## config.mk

```make
export PLATFORM = sky130hd
export DESIGN_NAME = dispatch_ctrl_flat
export DESIGN_NICKNAME = d
export VERILOG_FILES = /design/src/rtl/dispatch_pkg.sv /design/src/rtl/dispatch_ctrl_if.sv /design/src/rtl/rs_credit_ctr.sv /design/src/rtl/dispatch_ctrl.sv /design/src/flat_wrapper.sv
export SDC_FILE = /design/constraint.sdc
export NUM_CORES = 1
export LEC_CHECK = 0
export CAP_MARGIN = 10
export CORE_MARGIN = 2
export CORE_UTILIZATION = 45
export DETAILED_ROUTE_END_ITERATION = 8
export PLACE_DENSITY = 0.81
export SLEW_MARGIN = 20
export SYNTH_ARGS = -nofsm -noshare
export SYNTH_HDL_FRONTEND = slang
export SYNTH_HIERARCHICAL = 1
export SYNTH_SLANG_ARGS = --single-unit
```

## constraint.sdc

```tcl
create_clock -name clk_i -period 3.39 [get_ports clk_i]
set_input_delay 0.8475 -clock clk_i [delete_from_list [all_inputs] [get_ports clk_i]]
set_output_delay 0.8475 -clock clk_i [all_outputs]
set_load 0.02 [all_outputs]
```

## src/rtl/dispatch_pkg.sv

```systemverilog
// Shared definitions for the dispatch stage: FU indices, FU count and holding-register states.
package dispatch_pkg;

  localparam int NUM_FU = 4;

  typedef logic [1:0] fu_idx_t;

  localparam fu_idx_t FU_ALU = 2'd0;
  localparam fu_idx_t FU_LSU = 2'd1;
  localparam fu_idx_t FU_MUL = 2'd2;
  localparam fu_idx_t FU_BR  = 2'd3;

  typedef enum logic {
    EMPTY = 1'b0,
    HELD  = 1'b1
  } disp_state_e;

endpackage

```

## src/rtl/dispatch_ctrl_if.sv

```systemverilog
// Decode-to-dispatch bundle: renamed instruction in, per-RS dispatch strobe and payload out.
interface dispatch_ctrl_if #(
  parameter int NUM_FU = 4
);
  logic              inst_valid_i;
  logic [31:0]       pc_i;
  logic              alu_i;
  logic              lsu_i;
  logic              mul_i;
  logic              br_i;
  logic [4:0]        prs1_addr_i;
  logic [4:0]        prs2_addr_i;
  logic [4:0]        prd_addr_i;
  logic [NUM_FU-1:0] issue_i;
  logic              flush_i;
  logic              stall_o;
  logic [NUM_FU-1:0] disp_valid_o;
  logic [31:0]       disp_pc_o;
  logic [4:0]        disp_prs1_o;
  logic [4:0]        disp_prs2_o;
  logic [4:0]        disp_prd_o;
  logic [31:0]       stall_cnt_o;

  modport master (
    output inst_valid_i, pc_i, alu_i, lsu_i, mul_i, br_i,
           prs1_addr_i, prs2_addr_i, prd_addr_i, issue_i, flush_i,
    input  stall_o, disp_valid_o, disp_pc_o, disp_prs1_o, disp_prs2_o,
           disp_prd_o, stall_cnt_o
  );

  modport slave (
    input  inst_valid_i, pc_i, alu_i, lsu_i, mul_i, br_i,
           prs1_addr_i, prs2_addr_i, prd_addr_i, issue_i, flush_i,
    output stall_o, disp_valid_o, disp_pc_o, disp_prs1_o, disp_prs2_o,
           disp_prd_o, stall_cnt_o
  );
endinterface

```

## src/rtl/rs_credit_ctr.sv

```systemverilog
// Free-entry credit counter for one reservation station; saturates at RS_DEPTH, never wraps.
module rs_credit_ctr #(
  parameter int RS_DEPTH = 4,
  parameter int CNT_W    = $clog2(RS_DEPTH + 1)
) (
  input  logic             clk_i,
  input  logic             reset_i,
  input  logic             inc,
  input  logic             dec,
  input  logic             flush,
  output logic [CNT_W-1:0] count,
  output logic             nonzero
);

  localparam logic [CNT_W-1:0] FULL = CNT_W'(RS_DEPTH);

  // Same-cycle inc and dec cancel; a return into a full RS is ignored.
  always_ff @(posedge clk_i) begin
    if (reset_i || flush) begin
      count <= FULL;
    end else if (inc && !dec && count != FULL) begin
      count <= count + CNT_W'(1);
    end else if (dec && !inc && count != '0) begin
      count <= count - CNT_W'(1);
    end
  end

  assign nonzero = (count != '0);

endmodule

```

## src/rtl/dispatch_ctrl.sv

```systemverilog
// Single-entry dispatch holding register with per-FU credit flow control.
// Optional stall-cycle counter enabled by defining DISPATCH_STALL_CNT_EN.
module dispatch_ctrl #(
  parameter int RS_DEPTH = 4,
  parameter int NUM_FU   = 4
) (
  input  logic           clk_i,
  input  logic           reset_i,
  dispatch_ctrl_if.slave bus
);
  import dispatch_pkg::*;

  localparam int CNT_W = $clog2(RS_DEPTH + 1);

  disp_state_e       state_q;
  fu_idx_t           tgt_q;
  logic [31:0]       pc_q;
  logic [4:0]        prs1_q;
  logic [4:0]        prs2_q;
  logic [4:0]        prd_q;

  logic [NUM_FU-1:0] nonzero;
  logic [NUM_FU-1:0] disp_vld;
  logic [CNT_W-1:0]  credit [NUM_FU];
  logic              has_sel;
  fu_idx_t           sel_fu;
  logic              dispatching;
  logic              stall;
  logic              accept;

  always_comb begin
    has_sel = 1'b1;
    sel_fu  = FU_ALU;
    if (bus.alu_i)      sel_fu = FU_ALU;
    else if (bus.lsu_i) sel_fu = FU_LSU;
    else if (bus.mul_i) sel_fu = FU_MUL;
    else if (bus.br_i)  sel_fu = FU_BR;
    else                has_sel = 1'b0;
  end

  always_comb begin
    disp_vld = '0;
    if (state_q == HELD && nonzero[tgt_q] && !bus.flush_i && !reset_i)
      disp_vld[tgt_q] = 1'b1;
  end

  assign dispatching = |disp_vld;
  assign stall       = (state_q == HELD) && !dispatching && !reset_i;
  // Instructions with no FU select are consumed without entering the holding register.
  assign accept      = bus.inst_valid_i && !stall && !bus.flush_i && !reset_i && has_sel;

  always_ff @(posedge clk_i) begin
    if (reset_i) begin
      state_q <= EMPTY;
      tgt_q   <= FU_ALU;
      pc_q    <= '0;
      prs1_q  <= '0;
      prs2_q  <= '0;
      prd_q   <= '0;
    end else if (bus.flush_i) begin
      state_q <= EMPTY;
    end else if (accept) begin
      state_q <= HELD;
      tgt_q   <= sel_fu;
      pc_q    <= bus.pc_i;
      prs1_q  <= bus.prs1_addr_i;
      prs2_q  <= bus.prs2_addr_i;
      prd_q   <= bus.prd_addr_i;
    end else if (dispatching) begin
      state_q <= EMPTY;
    end
  end

  for (genvar f = 0; f < NUM_FU; f++) begin : g_fu
    rs_credit_ctr #(
      .RS_DEPTH (RS_DEPTH),
      .CNT_W    (CNT_W)
    ) u_ctr (
      .clk_i   (clk_i),
      .reset_i (reset_i),
      .inc     (bus.issue_i[f]),
      .dec     (disp_vld[f]),
      .flush   (bus.flush_i),
      .count   (credit[f]),
      .nonzero (nonzero[f])
    );

    always_ff @(posedge clk_i) begin
      if (!reset_i) assert (credit[f] <= CNT_W'(RS_DEPTH));
    end
  end

`ifdef DISPATCH_STALL_CNT_EN
  logic [31:0] stall_cnt_q;

  always_ff @(posedge clk_i) begin
    if (reset_i)
      stall_cnt_q <= '0;
    else if (bus.inst_valid_i && stall && stall_cnt_q != '1)
      stall_cnt_q <= stall_cnt_q + 32'd1;
  end

  assign bus.stall_cnt_o = stall_cnt_q;
`else
  assign bus.stall_cnt_o = '0;
`endif

  assign bus.disp_valid_o = disp_vld;
  assign bus.stall_o      = stall;
  assign bus.disp_pc_o    = pc_q;
  assign bus.disp_prs1_o  = prs1_q;
  assign bus.disp_prs2_o  = prs2_q;
  assign bus.disp_prd_o   = prd_q;

endmodule
```

## src/flat_wrapper.sv

```systemverilog
// flat-port wrapper written by rule: the top's interface ports become plain ports
module dispatch_ctrl_flat import dispatch_pkg::*;
#(
  parameter int RS_DEPTH = 4,
  parameter int NUM_FU   = 4
)
  (clk_i, reset_i, bus_inst_valid_i, bus_pc_i, bus_alu_i, bus_lsu_i, bus_mul_i, bus_br_i, bus_prs1_addr_i, bus_prs2_addr_i, bus_prd_addr_i, bus_issue_i, bus_flush_i, bus_stall_o, bus_disp_valid_o, bus_disp_pc_o, bus_disp_prs1_o, bus_disp_prs2_o, bus_disp_prd_o, bus_stall_cnt_o);
  dispatch_ctrl_if #(.NUM_FU(NUM_FU)) bus_i ();
  input  logic clk_i;
  input  logic reset_i;
  input wire logic [$bits(bus_i.inst_valid_i)-1:0] bus_inst_valid_i;
  input wire logic [$bits(bus_i.pc_i)-1:0] bus_pc_i;
  input wire logic [$bits(bus_i.alu_i)-1:0] bus_alu_i;
  input wire logic [$bits(bus_i.lsu_i)-1:0] bus_lsu_i;
  input wire logic [$bits(bus_i.mul_i)-1:0] bus_mul_i;
  input wire logic [$bits(bus_i.br_i)-1:0] bus_br_i;
  input wire logic [$bits(bus_i.prs1_addr_i)-1:0] bus_prs1_addr_i;
  input wire logic [$bits(bus_i.prs2_addr_i)-1:0] bus_prs2_addr_i;
  input wire logic [$bits(bus_i.prd_addr_i)-1:0] bus_prd_addr_i;
  input wire logic [$bits(bus_i.issue_i)-1:0] bus_issue_i;
  input wire logic [$bits(bus_i.flush_i)-1:0] bus_flush_i;
  output wire logic [$bits(bus_i.stall_o)-1:0] bus_stall_o;
  output wire logic [$bits(bus_i.disp_valid_o)-1:0] bus_disp_valid_o;
  output wire logic [$bits(bus_i.disp_pc_o)-1:0] bus_disp_pc_o;
  output wire logic [$bits(bus_i.disp_prs1_o)-1:0] bus_disp_prs1_o;
  output wire logic [$bits(bus_i.disp_prs2_o)-1:0] bus_disp_prs2_o;
  output wire logic [$bits(bus_i.disp_prd_o)-1:0] bus_disp_prd_o;
  output wire logic [$bits(bus_i.stall_cnt_o)-1:0] bus_stall_cnt_o;
  assign bus_i.inst_valid_i = bus_inst_valid_i;
  assign bus_i.pc_i = bus_pc_i;
  assign bus_i.alu_i = bus_alu_i;
  assign bus_i.lsu_i = bus_lsu_i;
  assign bus_i.mul_i = bus_mul_i;
  assign bus_i.br_i = bus_br_i;
  assign bus_i.prs1_addr_i = bus_prs1_addr_i;
  assign bus_i.prs2_addr_i = bus_prs2_addr_i;
  assign bus_i.prd_addr_i = bus_prd_addr_i;
  assign bus_i.issue_i = bus_issue_i;
  assign bus_i.flush_i = bus_flush_i;
  assign bus_stall_o = bus_i.stall_o;
  assign bus_disp_valid_o = bus_i.disp_valid_o;
  assign bus_disp_pc_o = bus_i.disp_pc_o;
  assign bus_disp_prs1_o = bus_i.disp_prs1_o;
  assign bus_disp_prs2_o = bus_i.disp_prs2_o;
  assign bus_disp_prd_o = bus_i.disp_prd_o;
  assign bus_stall_cnt_o = bus_i.stall_cnt_o;
  dispatch_ctrl #(.RS_DEPTH(RS_DEPTH), .NUM_FU(NUM_FU)) u_core (.clk_i(clk_i), .reset_i(reset_i), .bus(bus_i));
endmodule
```

Word level (Yosys, flattened, before mapping)

Index checks and enable logic that the tools add are counted.
Widths: inputs -> output; s select.

Flip-flop bits (word level): 62
Output and inout port bits: 84
Input port bits: 59
Logic and storage cells: 99

Muxes and demuxes: 23
Equality and inequality tests: 4
Order comparisons: 2
$add $sub $neg: 8
Reduce and logical (&&, ||, !) cells: 51
Bitwise gates (word level): 1

Operators by type and width:

| cell                | number |
|---|---|
| $logic_and 1x1->1   | 26 |
| $mux 3              | 8 |
| $add 3x1->3 const B | 4 |
| $logic_not 1->1     | 12 |
| $ne 3x3->1 const B  | 4 |
| $reduce_bool 3->1   | 4 |
| $sub 3x1->3 const B | 4 |
| $reduce_bool 2->1   | 5 |
| $mux 1              | 8 |
| $mux 2              | 4 |
| $mux 4              | 1 |
| $reduce_or 4->1     | 1 |
| $lt 2x3->1 const B  | 1 |
| $bmux 1 s2          | 1 |
| $demux 1 s2         | 1 |
| $ge 2x1->1 const B  | 1 |
| $reduce_and 2->1    | 1 |
| $reduce_or 2->1     | 1 |
| $logic_or 1x1->1    | 1 |
| $not 1->1           | 1 |

Longest topological paths before layout

Gate-level depths: netlist (run 1).

Word-level depth: 17
Depth in mapped cells: 8
Mapped depth without buffers: 8

Cells and area by module

Netlist (run 1), hierarchy kept.

Modules (own cells, without submodules):

| module        | cells each | area each (um2) | instances |
|---|---|---|---|
| dispatch_ctrl | 269        | 2,372.3         | 1 |
| rs_credit_ctr | 22         | 206.4           | 4 |

Least setup slack after synthesis (run 1)

OpenSTA, ideal clock, no wires.

Kind: in2reg
From: input port bus_flush_i
To: register u_core.g_fu[3].u_ctr.count[2]
Required time: 3.311 ns
Library setup time: 0.079 ns
Data arrival time: 2.363 ns
Slack: 0.948 ns
Cell stages on the path: 7
Buffers on the path: 0
Cell sequence: nor2_1 -> and4_1 -> nand2b_1 -> a21o_1 -> fa_1 -> o31a_1 -> o211ai_1

Word-level cells in the longest chain between the ends: 8
Elaborated cells on any way between the ends: 12

Ends and longest elaborated chain:

| element                                            | line                | RTL |
|---|---|---|
| start: declaration                                 | flat_wrapper.sv:21  | `input wire logic [$bits(bus_i.flush_i)-1:0] bus_flush_i;` |
| $logic_not 1->1 *                                  | dispatch_ctrl.sv:43 | `if (state_q == HELD && nonzero[tgt_q] && !bus.flush_i && !reset_i)` |
| $logic_and 1x1->1 * (2 in a row)                   | dispatch_ctrl.sv:43 |  |
| $mux 4 *                                           | dispatch_ctrl.sv:43 |  |
| net bus_disp_valid_o[3]                            | flat_wrapper.sv:23  | `output wire logic [$bits(bus_i.disp_valid_o)-1:0] bus_disp_valid_o;` |
| $logic_not 1->1                                    | rs_credit_ctr.sv:21 | `end else if (inc && !dec && count != FULL) begin` |
| $logic_and 1x1->1 (2 in a row)                     | rs_credit_ctr.sv:21 |  |
| $mux 3 / $reduce_bool 2->1 (equally long branches) | n/a                 |  |
| end signal: assignment                             | rs_credit_ctr.sv:22 | `count <= count + CNT_W'(1);` |
| end signal: assignment                             | rs_credit_ctr.sv:24 | `count <= count - CNT_W'(1);` |
| end: declaration                                   | rs_credit_ctr.sv:11 | `output logic [CNT_W-1:0] count,` |

Mark *: on every way through the listed nets, which the timed path passes. The rest lies on a longest branch.
A chain may end at the register's enable or synchronous reset.

Worst setup path after layout (run 1)

From: input port bus_flush_i
To: output port bus_disp_valid_o[0]

Word-level cells in the longest chain between the ends: 4

Ends and longest elaborated chain:

| element                        | line |
|---|---|
| $logic_not 1->1                | dispatch_ctrl.sv:43 |
| $logic_and 1x1->1 (2 in a row) | dispatch_ctrl.sv:43 |
| $mux 4                         | dispatch_ctrl.sv:43 |
| end: declaration               | flat_wrapper.sv:23 |

Every way passes these cells.

==> qor.csv, run 1 <==
metric,value,unit
CTS tree,built,
Critical Path Sink Type,output port,
worst r2r dst,u_core/g_fu[1].u_ctr/count[2],
Post-synth EDFFs,0,
CP cell instances,"clkdlybuf4s50_1, nor3_1, and3_1, clkdlybuf4s50_1",
crit path launch type,input port,
"Clk pin slew, worst setup/hold paths",80,ps
Starting Density,46.8,%
final period utilization,97.7,%
pre-CTS setup slack,79.7,ps
mean routed wirelength per cell,12.8,um
CP max-delay cell,clkdlybuf4s50_1,
Hold Crit Depth,2,
PwrDens,380,nW/um2
syn_area_per_cell,8.96,um2
Tmin final,3310,ps
worst slew pin tran,880,ps
Worst-Skew Late Latency,330,ps
Ant. Diodes,0,
number of buffers created by CTS,9,
Static Leakage,1.97,nW
Root Buffer,clkbuf_8,
unique cell type count in the Yosys netlist,38,
cell mode on critical path,clkdlybuf4s50_1,
# DRC,0,
"count leader, synth",nand2_1,
Peak Freq,0.302,GHz
share of layout cells above drive strength 1,6.09,%
Synth top cells by count,"nand2_1 (97), dfxtp_1 (62), mux2i_1 (50), buf_4 (36), nor2_1 (11)",
Slew headroom,41.3,%
Setup Viol. Count Final,0,
Nets,534,
max-slew violations,0,
# port buffers,110,
Syn Inst Count,357,
status,finished clean,
Post-synth ARST share,0,%
Worst path top cell family by delay,buffers and inverters,
total wire length,7310,um
"Hold Violations, Final",0,
first-pass GRT wire length,11600,um
register area share after synthesis,38.8,%
HPWL after detailed placement,5460,um
"Endpoint, Worst Hold",u_core/bus.disp_prs1_o[4],
sw frac,25.0,%
post-route setup slack,76.9,ps
H-tree level count,3,
DRT Pass-1 Iters,5,
die footprint,7800,um2
Pint,1.29,mW
largest net degree at the start of global routing,97,
antenna violations before repair,0,
Fin Clk Skew,13.1,ps
Clock power frac,40.7,%
Layout area overhead,41.4,%
core area,6830,um2
chip width,88.3,um
number of global-route vias before repair,2652,
CTS Sinks,62,
RePlAce Congestion,0.779,
GRT Overall Usage,18.8,%
net load switching power,0.431,mW
buffer count from post-CTS setup fixing,0,
Routed Antenna Nets,0,
Worst Hold Class,flop to flop,
Fin Setup TNS,0,ps
HP Start,u_core/bus.disp_prs1_o[4],
CP Max Fanout,6,
Synth warnings,6,
"FF+latch count, synth",62,
"slowest stage delay, CP",650,ps
Max-cap violations,0,
buffer levels on the longest clock path,2,
cell row count,30,
RR Startpoint,u_core/g_fu[1].u_ctr/count[2],
via count,2770,
worst path required time,2540,ps
Yosys top cell area share,38.8,%
sequential share of power,44.1,%
R2R setup slack,970,ps
reg2reg path depth,8,
Min Hold Slack,459,ps
starting DRC count in detailed routing,75,
Worst Path Arrival,2470,ps
post-DR vias/cell,4.84,
"Remaining Overflow, GRT",0,
IO Count,143,
Setup CP Type,input port to output port,
Resize count post-CTS,0,
Synth area leader,dfxtp_1,
Comb power frac,15.2,%
Synth Flop Type,dfxtp_1,
Die H,88.3,um
peak supply drop,0.283,mV
Post-Syn Area,3200,um2
RSZ-0062 raised after global routing,no,
CP Buf/Inv Count,2,
hold buffer count at CTS,0,
"top cells by area, synth","dfxtp_1 (39%), mux2i_1 (16%), nand2_1 (11%), buf_4 (8.5%), fa_1 (2.5%)",
power by group through the flow:
| stage | Clock (mW) | Combinational, mW | Sequential, mW |
|---|---|---|---|
| after floorplan | 0 | 0.137 | 0.799 |
| after global placement | 0 | 0.258 | 0.775 |
| after detailed placement | 0 | 0.261 | 0.776 |
| after CTS | 0.723 | 0.262 | 0.759 |
| after global routing | 0.756 | 0.281 | 0.761 |
| final | 0.700 | 0.261 | 0.759 |
layout by cell type, fill, tap and decap left out, types with 4 or more instances in the layout:
cell	n
clkdlybuf4s50_1	110
nand2_1	97
dfxtp_1	62
mux2i_1	50
conb_1	32
nor2_1	11
clkbuf_8	9
nand2b_1	8
buf_4	8
o41ai_1	5
a21o_1	4
or3_1	4
inv_1	4
xor2_1	4
xnor2_1	4
o2111ai_1	4
o311ai_1	4
nand3_1	4
a21boi_1	4
nand3b_1	4
o31a_1	4
o221ai_1	4
o211ai_1	4
fa_1	4
stage by stage:
step                power, mW  area, um2  instances  util [%]
floorplan               0.936       3310        388         -
global placement         1.03       4310        556      63.1
detailed placement       1.04       4310        556      63.1
CTS                      1.74       4520        572      66.2
global route             1.80       4520        572      66.2
finish                   1.72       4520        572      66.2
cells by family after synthesis:
family                   count (synthesis)  synth area share [%]
XOR/XNOR                                 8                  2.19
multiplexers                            51                  16.1
AND/OR/NAND/NOR                        140                  19.4
buffers and inverters                   53                  11.3
flip-flops                              62                  38.8
AO/OA/AOI/OAI                           38                  9.58
adder cells (fa/ha/maj)                  4                  2.50
other                                    1                 0.117
cell type report:
| class | count | area (um2) |
|---|---|---|
| Sequential cell | 62 | 1240 |
| Multi-Input combinational cell | 273 | 1730 |
| Clock buffer | 10 | 128 |
| Timing Repair Buffer | 120 | 1200 |
| Inverter | 5 | 18.8 |
| Tap cell | 96 | 120 |
| Clock inverter | 6 | 86.3 |
| Fill cell | 562 | 2310 |
worst max-delay path by stage:
stage / to / slack (ps) / from / cells after the start
final: bus_disp_valid_o[0] / 80 / bus_flush_i / 4
after global routing: bus_disp_valid_o[0] / 0.7 / bus_flush_i / 4
after CTS: bus_disp_valid_o[0] / 80 / bus_flush_i / 4
after detailed placement: bus_disp_valid_o[0] / 80 / bus_flush_i / 4
after global placement: bus_disp_valid_o[0] / 120 / bus_flush_i / 4
after floorplan: u_core/g_fu[3].u_ctr/count[2] / 950 / bus_flush_i / 7
sequential cells by signal (all words and copies together) (netlist names):
| name | flops |
|---|---|
| u_core/state_q | 1 |
| u_core/bus.disp_prs1_o | 5 |
| u_core/tgt_q | 2 |
| u_core/bus.disp_prs2_o | 5 |
| u_core/g_fu.u_ctr/count | 12 |
| u_core/bus.disp_prd_o | 5 |
| u_core/bus.disp_pc_o | 32 |
tightest hold or removal path, cell delays in order, from the launching register on:
cell and delay (ps):
dfxtp_1 310, nand2_1 50, mux2i_1 50
layer usage:
metal	wire (um)	global-route usage, %
met5	0	0
met4	173	8.54
met3	511	5.04
met2	3700	33.2
met1	2930	21.1
Power figures use the tool's default switching activity.
==> run 2, diff against run 1 <==
--- a/config.mk
+++ b/config.mk
@@ -10,8 +10,9 @@
 export CORE_UTILIZATION = 45
 export DETAILED_ROUTE_END_ITERATION = 8
 export PLACE_DENSITY = 0.81
-export SLEW_MARGIN = 20
+export SLEW_MARGIN = 5
 export SYNTH_ARGS = -nofsm -noshare
 export SYNTH_HDL_FRONTEND = slang
 export SYNTH_HIERARCHICAL = 1
 export SYNTH_SLANG_ARGS = --single-unit
+export TNS_END_PERCENT = 1
==> results of run 2 <==
No change in the layout: final DEF, timing and power equal those of run 1.
